==> config.mk <==
export PLATFORM = sky130hd
export DESIGN_NAME = cdc_in_arbiter
export DESIGN_NICKNAME = d
export VERILOG_FILES = /design/src/rtl/cdc_arb_pkg.sv /design/src/rtl/cdc_in_arbiter_rr_pick.sv /design/src/rtl/cdc_in_arbiter.sv
export SDC_FILE = /design/constraint.sdc
export NUM_CORES = 1
export LEC_CHECK = 0
export BUFFER_PORTS_ARGS = -buffer_cell sky130_fd_sc_hd__buf_4
export CAP_MARGIN = 10
export CORE_MARGIN = 3
export CORE_UTILIZATION = 43
export CTS_BUF_LIST = sky130_fd_sc_hd__clkbuf_16
export DETAILED_ROUTE_END_ITERATION = 10
export MAX_ROUTING_LAYER = met4
export PLACE_DENSITY_LB_ADDON = 0.05
export SETUP_SLACK_MARGIN = 0.4
export SYNTH_ARGS = -nofsm -noshare
export SYNTH_HDL_FRONTEND = slang
export SYNTH_SLANG_ARGS = --single-unit
==> constraint.sdc <==
create_clock -name clk_i -period 1.3 [get_ports clk_i]
set_clock_uncertainty 0.15 [all_clocks]
set_input_delay 0.26 -clock clk_i [delete_from_list [all_inputs] [get_ports clk_i]]
set_output_delay 0.26 -clock clk_i [all_outputs]
set_load 0.1 [all_outputs]
==> src/rtl/cdc_arb_pkg.sv <==
// Shared definitions for the USB_CDC IN-stream arbiter: FSM state encoding,
// the tag byte prefix and a ceil_log2 helper for sizing counters/pointers.
// No ports; imported by cdc_in_arbiter and rr_pick.
package cdc_arb_pkg;

  localparam logic [1:0] IDLE  = 2'd0;
  localparam logic [1:0] TAG   = 2'd1;
  localparam logic [1:0] BURST = 2'd2;

  typedef enum logic [1:0] {
    ST_IDLE  = IDLE,
    ST_TAG   = TAG,
    ST_BURST = BURST
  } arb_state_t;

  // Upper nibble of the per-grant tag byte; lower nibble carries the index.
  localparam logic [3:0] TAG_PREFIX = 4'hF;

  // Smallest r with 2**r >= value (0 for value <= 1).
  function automatic int ceil_log2(input int value);
    int r;
    r = 0;
    while ((1 << r) < value) r = r + 1;
    return r;
  endfunction

endpackage

==> src/rtl/cdc_in_arbiter_rr_pick.sv <==
// rr_pick: combinational rotating-priority picker.
// Latency: zero cycles. Backpressure: none (pure function of req/ptr).
// Ports: req = request vector, ptr = highest-priority index,
//        idx = first set request at or above ptr (mod N_REQ), any = some request set.
module rr_pick
  import cdc_arb_pkg::*;
#(
  parameter int N_REQ = 2,
  parameter int PW    = ceil_log2(N_REQ)
) (
  input  logic [N_REQ-1:0] req,
  input  logic [PW-1:0]    ptr,
  output logic [PW-1:0]    idx,
  output logic             any
);

  // Scan offsets from farthest to nearest so the nearest set request
  // (lowest offset from ptr) is the last one written and therefore wins.
  always_comb begin
    int j;
    j   = 0;
    idx = '0;
    any = 1'b0;
    for (int i = N_REQ - 1; i >= 0; i--) begin
      j = int'(ptr) + i;
      // explicit wrap at N_REQ, which need not be a power of two
      if (j >= N_REQ) j = j - N_REQ;
      if (req[j]) begin
        idx = PW'(j);
        any = 1'b1;
      end
    end
  end

endmodule

==> src/rtl/cdc_in_arbiter.sv <==
// cdc_in_arbiter: round-robin share of the single USB_CDC IN byte stream among N_REQ sources.
// Latency: 1 cycle grant from IDLE (+1 tag cycle with ARB_TAG_EN), then zero-latency passthrough.
// Backpressure: in_ready_i drives the granted requester's ready directly; output held until consumed.
// Ports: clk_i/rstn_i (async active-low, 2-flop release), req_data_i/req_valid_i/req_ready_o
//        (per-requester byte streams), in_data_o/in_valid_o/in_ready_i (USB_CDC IN), grant_o (one-hot).
// Macro: ARB_TAG_EN -- when defined each grant first emits a tag byte {4'hF, idx}.
module cdc_in_arbiter
  import cdc_arb_pkg::*;
#(
  parameter int N_REQ     = 2,
  parameter int MAX_BURST = 64
) (
  input  logic               clk_i,
  input  logic               rstn_i,
  input  logic [8*N_REQ-1:0] req_data_i,
  input  logic [N_REQ-1:0]   req_valid_i,
  output logic [N_REQ-1:0]   req_ready_o,
  output logic [7:0]         in_data_o,
  output logic               in_valid_o,
  input  logic               in_ready_i,
  output logic [N_REQ-1:0]   grant_o
);

  localparam int PW = ceil_log2(N_REQ);
  localparam int CW = ceil_log2(MAX_BURST + 1);

  // Reset asserts asynchronously, releases two clocks after rstn_i rises.
  logic [1:0] r_rst_sync;
  logic       w_rst_n;

  always_ff @(posedge clk_i or negedge rstn_i) begin
    if (!rstn_i) r_rst_sync <= 2'b00;
    else         r_rst_sync <= {r_rst_sync[0], 1'b1};
  end

  assign w_rst_n = r_rst_sync[1];

  arb_state_t       r_state;
  logic [PW-1:0]    r_ptr;
  logic [PW-1:0]    r_gidx;
  logic [N_REQ-1:0] r_grant;
  logic [CW-1:0]    r_count;

  logic [PW-1:0]    w_pick_idx;
  logic             w_pick_any;
  logic [7:0]       w_cur_dat;
  logic             w_cur_vld;
  logic             w_hs;
  logic             w_last;
  logic [PW-1:0]    w_ptr_next;

  rr_pick #(
    .N_REQ (N_REQ),
    .PW    (PW)
  ) u_pick (
    .req (req_valid_i),
    .ptr (r_ptr),
    .idx (w_pick_idx),
    .any (w_pick_any)
  );

  // Select the granted requester's byte and valid.
  always_comb begin
    w_cur_dat = 8'h00;
    w_cur_vld = 1'b0;
    for (int k = 0; k < N_REQ; k++) begin
      if (r_gidx == PW'(k)) begin
        w_cur_dat = req_data_i[8*k +: 8];
        w_cur_vld = req_valid_i[k];
      end
    end
  end

  assign w_hs       = (r_state == ST_BURST) && w_cur_vld && in_ready_i;
  // This handshake is the MAX_BURST-th byte of the grant.
  assign w_last     = (r_count == CW'(MAX_BURST - 1));
  assign w_ptr_next = (r_gidx == PW'(N_REQ - 1)) ? '0 : r_gidx + PW'(1);

`ifdef ARB_TAG_EN
  logic [3:0] w_gidx4;
  assign w_gidx4 = 4'(r_gidx);
`endif

  always_comb begin
    in_valid_o  = 1'b0;
    in_data_o   = 8'h00;
    req_ready_o = '0;
    case (r_state)
`ifdef ARB_TAG_EN
      ST_TAG: begin
        in_valid_o = 1'b1;
        in_data_o  = {TAG_PREFIX, w_gidx4};
      end
`endif
      ST_BURST: begin
        in_valid_o  = w_cur_vld;
        in_data_o   = w_cur_dat;
        req_ready_o = r_grant & {N_REQ{in_ready_i}};
      end
      default: ;
    endcase
  end

  assign grant_o = r_grant;

  always_ff @(posedge clk_i or negedge w_rst_n) begin
    if (!w_rst_n) begin
      r_state <= ST_IDLE;
      r_ptr   <= '0;
      r_gidx  <= '0;
      r_grant <= '0;
      r_count <= '0;
    end else begin
      case (r_state)
        ST_IDLE: begin
          if (w_pick_any) begin
            r_gidx  <= w_pick_idx;
            r_grant <= N_REQ'(1) << w_pick_idx;
            r_count <= '0;
`ifdef ARB_TAG_EN
            r_state <= ST_TAG;
`else
            r_state <= ST_BURST;
`endif
          end
        end
`ifdef ARB_TAG_EN
        ST_TAG: begin
          if (in_ready_i) r_state <= ST_BURST;
        end
`endif
        ST_BURST: begin
          // Exit on a full burst or when the requester runs dry; always
          // via IDLE so the next grant is re-arbitrated from the new pointer.
          if ((w_hs && w_last) || (!w_hs && !w_cur_vld)) begin
            r_state <= ST_IDLE;
            r_grant <= '0;
            r_ptr   <= w_ptr_next;
          end else if (w_hs) begin
            r_count <= r_count + CW'(1);
          end
        end
        default: r_state <= ST_IDLE;
      endcase
    end
  end

endmodule

==> results of run 1 <==
[per-stage QoR]
| stage | util | instances | hold WS, ns | TNS (ns) |
|---|---|---|---|---|
| floorplan | - | 84 | -0.186 | -4.72 |
| global placement | 0.770 | 159 | -0.108 | -3.78 |
| detailed placement | 0.770 | 159 | -0.106 | -4.21 |
| CTS | 0.960 | 169 | 0.0789 | -7.60 |
[what timing repair did]
item / CTS
resized for setup: 54
setup endpoints to repair: 25
hold buffers: 1
gates cloned: 0
endpoints found under the hold margin: 2
pin swaps: 7
buffers inserted: 5
[synth_stat cells, types with 2 or more instances]
master	count
nand2_1	4
nor2b_1	9
and3_1	3
nand2b_1	3
a22o_1	2
clkbuf_1	2
o21ai_1	2
o21bai_1	2
a21oi_1	3
dfrtp_1	14
nand3_1	3
and2_4	2
a221o_1	2
mux2i_1	10
[cell families after synthesis]
family	Yosys count	share of synthesized area
compound gates	19	0.176
fa+ha+maj	1	0.0142
buf+inv	5	0.0284
flops	14	0.397
mux	12	0.143
other cells	1	0.00425
simple gates	32	0.237
==> impl_metrics.tcl, run 1 <==
set metrics [dict create \
    synth_ff_type "dfrtp_1" \
    port_buffers 33 \
    htree_levels 1 \
    place_congestion 0.846 \
    synth-async-reset-ratio 1.00 \
    syn-num-nets 106 \
    syn_inst 84 \
    failing_step "global routing (5_1_grt)" \
    avgSynthCellArea_um2 10.5 \
    cts_sinks 14 \
    error "[ERROR DPL-0038] Utilization greater than 100%, impossible to legalize" \
    ys_ff_latch 14 \
    netlist-cell-type-count 37 \
    initial_utilization 0.485 \
    ios 34 \
    numCtsBuffers 3 \
    yosys.area.top_type_share 0.397 \
    die_x_um 51.3 \
    status "did not finish" \
    syn_area_um2 882 \
    seq_area_frac_synth 0.397 \
    synth_area_leader_cell "dfrtp_1" \
    synth_edf_count 0 \
    pre_cts_ws_ns -0.256 \
    dp_hpwl_um 1820 \
    place_area_um2 1400 \
    worstEpCategory "top-level output" \
    grt_worst_setup_endpoint "in_data_o[5]" \
    cts_buffer_depth 2 \
    rows 15 \
    yosys_warnings 0 \
    die_h_um 51.3 \
    root_buffer "clkbuf_16" \
    grt_max_degree 13 \
    synth_area_leaders "dfrtp_1 40%, mux2i_1 11%, nor2b_1 6.4%" \
]
==> inputs of run 2 (changes only) <==
CORE_AREA = 3 3 64 66   (was not set)
CORE_MARGIN = not set   (was 3)
CORE_UTILIZATION = not set   (was 43)
CTS_BUF_LIST = not set   (was sky130_fd_sc_hd__clkbuf_16)
DIE_AREA = 0 0 67 69   (was not set)
MAX_ROUTING_LAYER = not set   (was met4)
PLACE_DENSITY_LB_ADDON = 0.15   (was 0.05)
SETUP_SLACK_MARGIN = not set   (was 0.4)
clock period = 1.7 ns   (was 1.3 ns; I/O delays follow)
==> impl_metrics.tcl, run 2 <==
set metrics [dict create \
    fin_area_um2 1600 \
    layout_common_cells "32 x buf_4, 10 x buf_12, 10 x dfrtp_1" \
    initial_utilization 0.243 \
    grt_pass1_vias 944 \
    crit_type "reg2out" \
    grt_pass1_wl_um 4350 \
    gr-total-overflow 0 \
    antenna_left 0 \
    critical-path-top-delay-family "flip-flops" \
    syn-num-nets 106 \
    hold_viol_final 0 \
    layout_setup_ws_ns -0.128 \
    synth_edf_count 0 \
    core_um2 3630 \
    yosys.area.top_type_share 0.397 \
    top_register "r_count" \
    finalCritPeriodShare 1.08 \
    numCtsBuffers 3 \
    port_buffers 33 \
    crit_path_start_kind "flop" \
    timing.reg2reg.setup_slack_ns 0.08 \
    slowest_stage "dfrtp_2" \
    slew_headroom 0.656 \
    r2r_end "r_count[5]$_DFFE_PN0P_" \
    critPathBufInv 2 \
    drc 0 \
    syn_to_final_growth_pct 81.4 \
    rows 22 \
    layout_commonest_cell "buf_4" \
    ys_ff_latch 14 \
    crit_chain "buf_6, mux2i_4, nor2b_4, buf_12" \
    final_util 0.440 \
    seq_area_frac_synth 0.397 \
    setup_viol 9 \
    rsz0062_at_grt "true" \
    cts_buffer_depth 2 \
    viasPerCell 4.70 \
    max_cap_violations 0 \
    place_area_um2 1330 \
    place_congestion 0.854 \
    r2r-start "r_gidx$_DFFE_PN0P_" \
    drive_gt1_frac 0.591 \
    reg2reg_depth 4 \
    failed_checks "negative setup slack" \
    arrival_ns 1.34 \
    antenna_found_initial 0 \
    max-vdd-ir-drop_mv 1.39 \
    period_minus_slack_ns 1.83 \
    syn_inst 84 \
    pwr_density_cell_nw_per_um2 2060 \
    fmax_mhz 547 \
    htree_levels 1 \
    syn_area_um2 882 \
    yosys_warnings 0 \
    root_buffer "clkbuf_8" \
    status "finished, violations left" \
    largest_reg_flops 7 \
    synth_common_cells "14 x dfrtp_1, 10 x mux2i_1, 9 x nor2b_1, 4 x nand2_1" \
    cts_tree "done" \
    avgSynthCellArea_um2 10.5 \
    cellLeakagePower_uw 0.000735 \
    cts_sinks 14 \
    dr.pass1.iters 4 \
    ios 34 \
    worstPathRequired_ns 1.21 \
    netlist-cell-type-count 37 \
    clk_pin_slew_ns 0.06 \
    clock_latency_ns 0.25 \
    synth_area_leaders "dfrtp_1 40%, mux2i_1 11%, nor2b_1 6.4%" \
    die_x_um 67 \
    pre_cts_ws_ns 0.0548 \
    post_drt_wl_per_cell_um 13.1 \
    vias 846 \
    synth_ff_type "dfrtp_1" \
    dp_hpwl_um 1800 \
    fin_nets 155 \
    synth.most_common_cell "dfrtp_1" \
    final_max_slew_viol_count 0 \
    first_iter_violations 9 \
    synth_area_leader_cell "dfrtp_1" \
    grt_max_degree 13 \
    antenna_cells 0 \
    worstMarginPinSlew_ns 0.516 \
    slowest_delay_ns 0.44 \
    hp-class "reg2async" \
    grt.total_usage 0.120 \
    drt_wl_total_um 2350 \
    worst_setup_path_end_kind "primary output" \
    synth-async-reset-ratio 1.00 \
    die_area_um2 4620 \
    crit_fanout 4 \
    die_h_um 69 \
]
## run 2: cell counts after synthesis
Identical to the previous run, type by type.
## run 2: worst max path at each step
stage,end,startpoint,depth (start not counted)
5_1_grt,in_data_o[5],r_gidx$_DFFE_PN0P_,4
4_1_cts,in_data_o[6],r_gidx$_DFFE_PN0P_,4
3_5_place_dp,in_data_o[3],r_gidx$_DFFE_PN0P_,4
6_report,in_data_o[6],r_gidx$_DFFE_PN0P_,4
2_1_floorplan,in_data_o[0],r_state[1]$_DFFE_PN0P_,3
3_3_place_gp,in_valid_o,req_valid_i[0],4
## run 2: stage by stage
| stage | instances | TNS [ns] | total power (µW) | hold WS, ns |
|---|---|---|---|---|
| finish | 180 | -1.03 | 3300 | 0.0624 |
| global route | 180 | -1.46 | 3460 | 0.123 |
| CTS | 180 | -1.12 | 3320 | 0.0977 |
| detailed placement | 173 | 0 | 2560 | -0.0259 |
| global placement | 173 | 0 | 2560 | -0.0261 |
| floorplan | 84 | -0.0634 | 2140 | -0.106 |
## run 2: area by class of cell
| class | instances | area (µm²) |
|---|---|---|
| Clock buffer | 4 | 45.0 |
| Fill cell | 361 | 2030 |
| Inverter | 2 | 12.5 |
| Multi-Input combinational cell | 65 | 628 |
| Sequential cell | 14 | 355 |
| Tap cell | 48 | 60.1 |
| Timing Repair Buffer | 47 | 499 |
## run 2: metal layers
| layer | GRT usage | part of all wire | wire, µm |
|---|---|---|---|
| met5 | 0 | 0 | 0 |
| met4 | 0.0338 | 0.011 | 25 |
| met3 | 0.0358 | 0.051 | 121 |
| met2 | 0.203 | 0.54 | 1280 |
| met1 | 0.143 | 0.39 | 928 |
## run 2: cells by family (layout without fill, tap and decap cells)
group	Yosys count	after routing	share of synthesized area
other	1	1	0.00425
muxes	12	12	0.143
and+or+nand+nor	32	32	0.237
buffers and inverters	5	53	0.0284
AOI/OAI and AO/OA	19	19	0.176
adders and majority gates	1	1	0.0142
DFF	14	14	0.397
## run 2: repair_timing
action / in CTS / in global routing
endpoints found under the hold margin: 2 / 0
resized for setup: 45 / 2
hold buffers: 1 / 0
setup endpoints to repair: 11 / 14
pin swaps: 1 / 2
setup buffers: 2 / 0
## run 2: power breakdown
group | switching, µW | internal [µW] | total, µW | leakage (µW)
registers | 113 | 434 | 547 | 0.000174
clock network | 130 | 166 | 296 | 0.0000228
logic | 1410 | 1050 | 2460 | 0.000538
total | 1650 | 1650 | 3300 | 0.000735
Note: power is estimated with default switching activity, not from simulation.
==> inputs of run 3 (changes only) <==
RECOVER_POWER = 50   (was not set)
==> impl_metrics.tcl, run 3 (synthesized netlist as in run 2, its figures left out) <==
set metrics [dict create \
    status "finished, violations left" \
    failed_checks "negative setup slack" \
    slowest_stage "dfrtp_2" \
    port_buffers 33 \
    drive_gt1_frac 0.583 \
    r2r_end "r_count[5]$_DFFE_PN0P_" \
    dp_hpwl_um 1800 \
    root_buffer "clkbuf_8" \
    rows 22 \
    worst_setup_path_end_kind "primary output" \
    final_max_slew_viol_count 0 \
    crit_type "reg2out" \
    layout_setup_ws_ns -0.128 \
    die_x_um 67 \
    grt_max_degree 13 \
    grt_pass1_wl_um 4350 \
    setup_viol 9 \
    cts_tree "done" \
    layout_commonest_cell "buf_4" \
    cts_sinks 14 \
    vias 847 \
    hold_viol_final 0 \
    crit_path_start_kind "flop" \
    antenna_found_initial 0 \
    drt_wl_total_um 2350 \
    htree_levels 1 \
    fin_area_um2 1600 \
    period_minus_slack_ns 1.83 \
    finalCritPeriodShare 1.08 \
    hp-class "reg2async" \
    crit_chain "buf_6, mux2i_4, nor2b_4, buf_12" \
    clock_latency_ns 0.25 \
    max-vdd-ir-drop_mv 1.39 \
    gr-total-overflow 0 \
    slew_headroom 0.656 \
    fillers 363 \
    cts_buffer_depth 2 \
    tns_ns -1.03 \
    fmax_mhz 547 \
    viasPerCell 4.71 \
    worstPathRequired_ns 1.21 \
    rsz0062_at_grt "true" \
    fin_nets 155 \
    antenna_left 0 \
    syn_to_final_growth_pct 81.0 \
    max_cap_violations 0 \
    clk_pin_slew_ns 0.06 \
    fin_hold_ws_ns 0.0624 \
    numCtsBuffers 3 \
    initial_utilization 0.243 \
    first_iter_violations 9 \
    grt.total_usage 0.120 \
    r2r-start "r_gidx$_DFFE_PN0P_" \
    layout_common_cells "31 x buf_4, 10 x buf_12, 10 x dfrtp_1" \
    dr.pass1.iters 4 \
    largest_reg_flops 7 \
    multi_input_area_um2 628 \
    arrival_ns 1.34 \
    top_register "r_count" \
    ios 34 \
    pre_cts_ws_ns 0.0548 \
    pwr_density_cell_nw_per_um2 2070 \
    place_congestion 0.854 \
    cellLeakagePower_uw 0.000731 \
    place_area_um2 1330 \
    crit_fanout 4 \
    regArea_um2 355 \
    post_drt_wl_per_cell_um 13.0 \
    die_h_um 69 \
    core_um2 3630 \
    die_area_um2 4620 \
    antenna_cells 0 \
    grt_pass1_vias 944 \
    timing.reg2reg.setup_slack_ns 0.08 \
    reg2reg_depth 4 \
    slowest_delay_ns 0.44 \
    drc 0 \
    worstMarginPinSlew_ns 0.516 \
]
==> run 3: power breakdown <==
part / internal [µW] / switching, µW / total (µW)
registers: 434 / 113 / 547
clock network: 166 / 130 / 296
logic: 1050 / 1410 / 2460
total: 1650 / 1650 / 3300
==> run 3: layer usage <==
layer / up-vias / wire length (µm) / global-route usage
met4: 0 / 25 / 0.0338
li1: 406 / - / -
met5: - / 0 / 0
met2: 20 / 1280 / 0.203
met3: 4 / 121 / 0.0358
met1: 417 / 926 / 0.143
==> run 3: timing repair <==
item,4_1_cts,5_1_grt
resized for setup,45,2
buffers inserted,2,0
pin swaps,1,2
setup endpoints to repair,11,14
hold endpoints to repair,2,0
hold buffers,1,0
==> run 3: worst max-delay path, delay by kind of cell (launching register included) <==
family,cells,cell delay (ns)
muxes,1,0.18
buffers and inverters,2,0.33
and+or+nand+nor,1,0.13
DFF,1,0.44
==> run 3: cell type report <==
class | instances | share of cell area
clock buffer | 4 | 0.0282
inverter | 2 | 0.00784
multi-input combinational | 65 | 0.393
sequential | 14 | 0.223
tap | 48 | 0.0376
timing repair buffer | 47 | 0.310
==> run 3: worst max-delay path by stage <==
| stage | start | endpoint | slack, ns | cells after the start |
|---|---|---|---|---|
| floorplan | r_state[1]$_DFFE_PN0P_ | in_data_o[0] | -0.008 | 3 |
| global placement | req_valid_i[0] | in_valid_o | 0.06 | 4 |
| detailed placement | r_gidx$_DFFE_PN0P_ | in_data_o[3] | 0.05 | 4 |
| CTS | r_gidx$_DFFE_PN0P_ | in_data_o[6] | -0.13 | 4 |
| global route | r_gidx$_DFFE_PN0P_ | in_data_o[5] | -0.17 | 4 |
| finish | r_gidx$_DFFE_PN0P_ | in_data_o[6] | -0.13 | 4 |
==> run 3: per-stage QoR <==
step                 util  std cells  power, µW
detailed placement  0.367        173       2560
global route        0.439        180       3460
global placement    0.367        173       2560
CTS                 0.439        180       3320
floorplan               -         84       2140
finish              0.439        180       3300
==> inputs of run 4 (changes only) <==
PLACE_DENSITY_LB_ADDON = not set   (was 0.15)
==> impl_metrics.tcl, run 4 (synthesized netlist as in run 2, its figures left out) <==
set metrics [dict create \
    die_x_um 67 \
    rsz0062_at_grt "true" \
    crit_fanout 4 \
    dp_hpwl_um 1760 \
    top_register "r_count" \
    failed_checks "negative setup slack" \
    crit_type "reg2out" \
    antenna_found_initial 0 \
    initial_utilization 0.243 \
    slowest_stage "dfrtp_2" \
    first_iter_violations 37 \
    regArea_um2 354 \
    swShare 0.497 \
    reg2reg_depth 4 \
    ios 34 \
    layout_setup_ws_ns -0.130 \
    r2r_end "r_count[3]$_DFFE_PN0P_" \
    status "finished, violations left" \
    worstMarginPinSlew_ns 0.511 \
    worstPathRequired_ns 1.21 \
    core_um2 3630 \
    final_cells 176 \
    grt_pass1_vias 882 \
    cellLeakagePower_uw 0.000717 \
    arrival_ns 1.34 \
    power_frac_seq 0.167 \
    die_h_um 69 \
    timing.reg2reg.setup_slack_ns 0.04 \
    post_drt_wl_per_cell_um 13.7 \
    cts_sinks 14 \
    fin_nets 151 \
    clock_latency_ns 0.24 \
    pre_cts_ws_ns 0.0363 \
    hp-class "reg2async" \
    drc 0 \
    grt.total_usage 0.105 \
    numCtsBuffers 3 \
    cts_buffer_depth 2 \
    viasPerCell 4.72 \
    slowest_delay_ns 0.45 \
    slew_headroom 0.659 \
    die_area_um2 4620 \
    htree_levels 1 \
    dp.cells 169 \
    gr-total-overflow 0 \
    cts_tree "done" \
    layout_common_cells "27 x buf_4, 11 x dfrtp_1, 10 x buf_12" \
    fmax_mhz 546 \
    clk_pin_slew_ns 0.06 \
    p_comb_frac 0.735 \
    max_cap_violations 0 \
    worst_setup_path_end_kind "primary output" \
    max-vdd-ir-drop_mv 0.944 \
    root_buffer "clkbuf_8" \
    drive_gt1_frac 0.594 \
    tns_ns -1.03 \
    rows 22 \
    port_buffers 33 \
    final_max_slew_viol_count 0 \
    grt_pass1_wl_um 3890 \
    fillers 360 \
    period_minus_slack_ns 1.83 \
    p_clk_frac 0.098 \
    crit_chain "buf_6, mux2i_4, nor2b_4, buf_12" \
    multi_input_area_um2 629 \
    setup_viol 9 \
    antenna_left 0 \
    switching_power_uw 1640 \
    intPower_uw 1660 \
    largest_reg_flops 7 \
    drt_wl_total_um 2400 \
    hold_viol_final 0 \
    place_congestion 0.874 \
    antenna_cells 0 \
    dr.pass1.iters 4 \
    r2r-start "r_gidx$_DFFE_PN0P_" \
    vias 831 \
    syn_to_final_growth_pct 79.1 \
    layout_commonest_cell "buf_4" \
    crit_path_start_kind "flop" \
    finalCritPeriodShare 1.08 \
    grt_max_degree 17 \
    pwr_density_cell_nw_per_um2 2090 \
]
run 4: cell count changes in the layout (fill, tap and decap cells not counted):
| cell | previous run | this run |
|---|---|---|
| buf_4 | 31 | 27 |
| mux2i_2 | 3 | 6 |
| mux2i_1 | 4 | 2 |
| and4_1 | 1 | 0 |
| and4_4 | 0 | 1 |
| buf_6 | 3 | 2 |
| buf_8 | 1 | 2 |
| clkbuf_1 | 2 | 1 |
| clkbuf_8 | 3 | 4 |
| dfrtp_1 | 10 | 11 |
| dfrtp_2 | 4 | 3 |
| mux2i_4 | 3 | 2 |
run 4: metal layers:
metal | routed length, µm | vias up | GRT usage
met1 | 968 | 402 | 0.128
met3 | 176 | 2 | 0.0407
met4 | 11 | 0 | 0.0135
met5 | 0 | - | 0
met2 | 1250 | 31 | 0.178
li1 | - | 396 | -
run 4: worst max-delay path by stage:
stage / from / end / slack (ns) / cells after the start
finish: r_gidx$_DFFE_PN0P_ / in_data_o[4] / -0.13 / 4
global route: r_gidx$_DFFE_PN0P_ / in_data_o[2] / -0.18 / 4
CTS: r_gidx$_DFFE_PN0P_ / in_data_o[4] / -0.14 / 4
detailed placement: r_gidx$_DFFE_PN0P_ / in_data_o[2] / 0.04 / 4
global placement: req_valid_i[1] / in_valid_o / 0.06 / 4
floorplan: r_state[1]$_DFFE_PN0P_ / in_data_o[0] / -0.008 / 3
run 4: area by class of cell:
cell class	instances	area share
inverters	2	0.00792
clock buffers	4	0.0348
flip-flops and latches	14	0.224
well taps	48	0.0380
multi-input cells	65	0.398
repair buffers	43	0.297
run 4: critical path, delay by kind of cell (launching register included):
family,cells,cell delay [ns]
simple gates,1,0.13
flops,1,0.45
mux,1,0.18
buf+inv,2,0.33
run 4: power by group through the flow:
stage | Clock [µW] | Sequential, µW | Combinational (µW)
2_1_floorplan | 0 | 680 | 1460
3_3_place_gp | 0 | 541 | 1980
3_5_place_dp | 0 | 546 | 1990
4_1_cts | 334 | 548 | 2430
5_1_grt | 347 | 564 | 2520
6_report | 324 | 552 | 2430
run 4: through the flow:
stage / hold WS, ns / util / instance area [µm²] / total power, µW
2_1_floorplan: -0.106 / - / 981 / 2140
3_3_place_gp: -0.0264 / 0.362 / 1320 / 2520
3_5_place_dp: -0.0269 / 0.362 / 1320 / 2540
4_1_cts: 0.0756 / 0.433 / 1570 / 3310
5_1_grt: 0.111 / 0.435 / 1580 / 3430
6_report: 0.0584 / 0.435 / 1580 / 3300
run 4: repair_timing:
action	in CTS	in global routing
setup endpoints to repair	11	15
resized for setup	42	4
hold endpoints to repair	2	0
hold buffers	1	0
buffers inserted	2	0
pin swaps	1	0
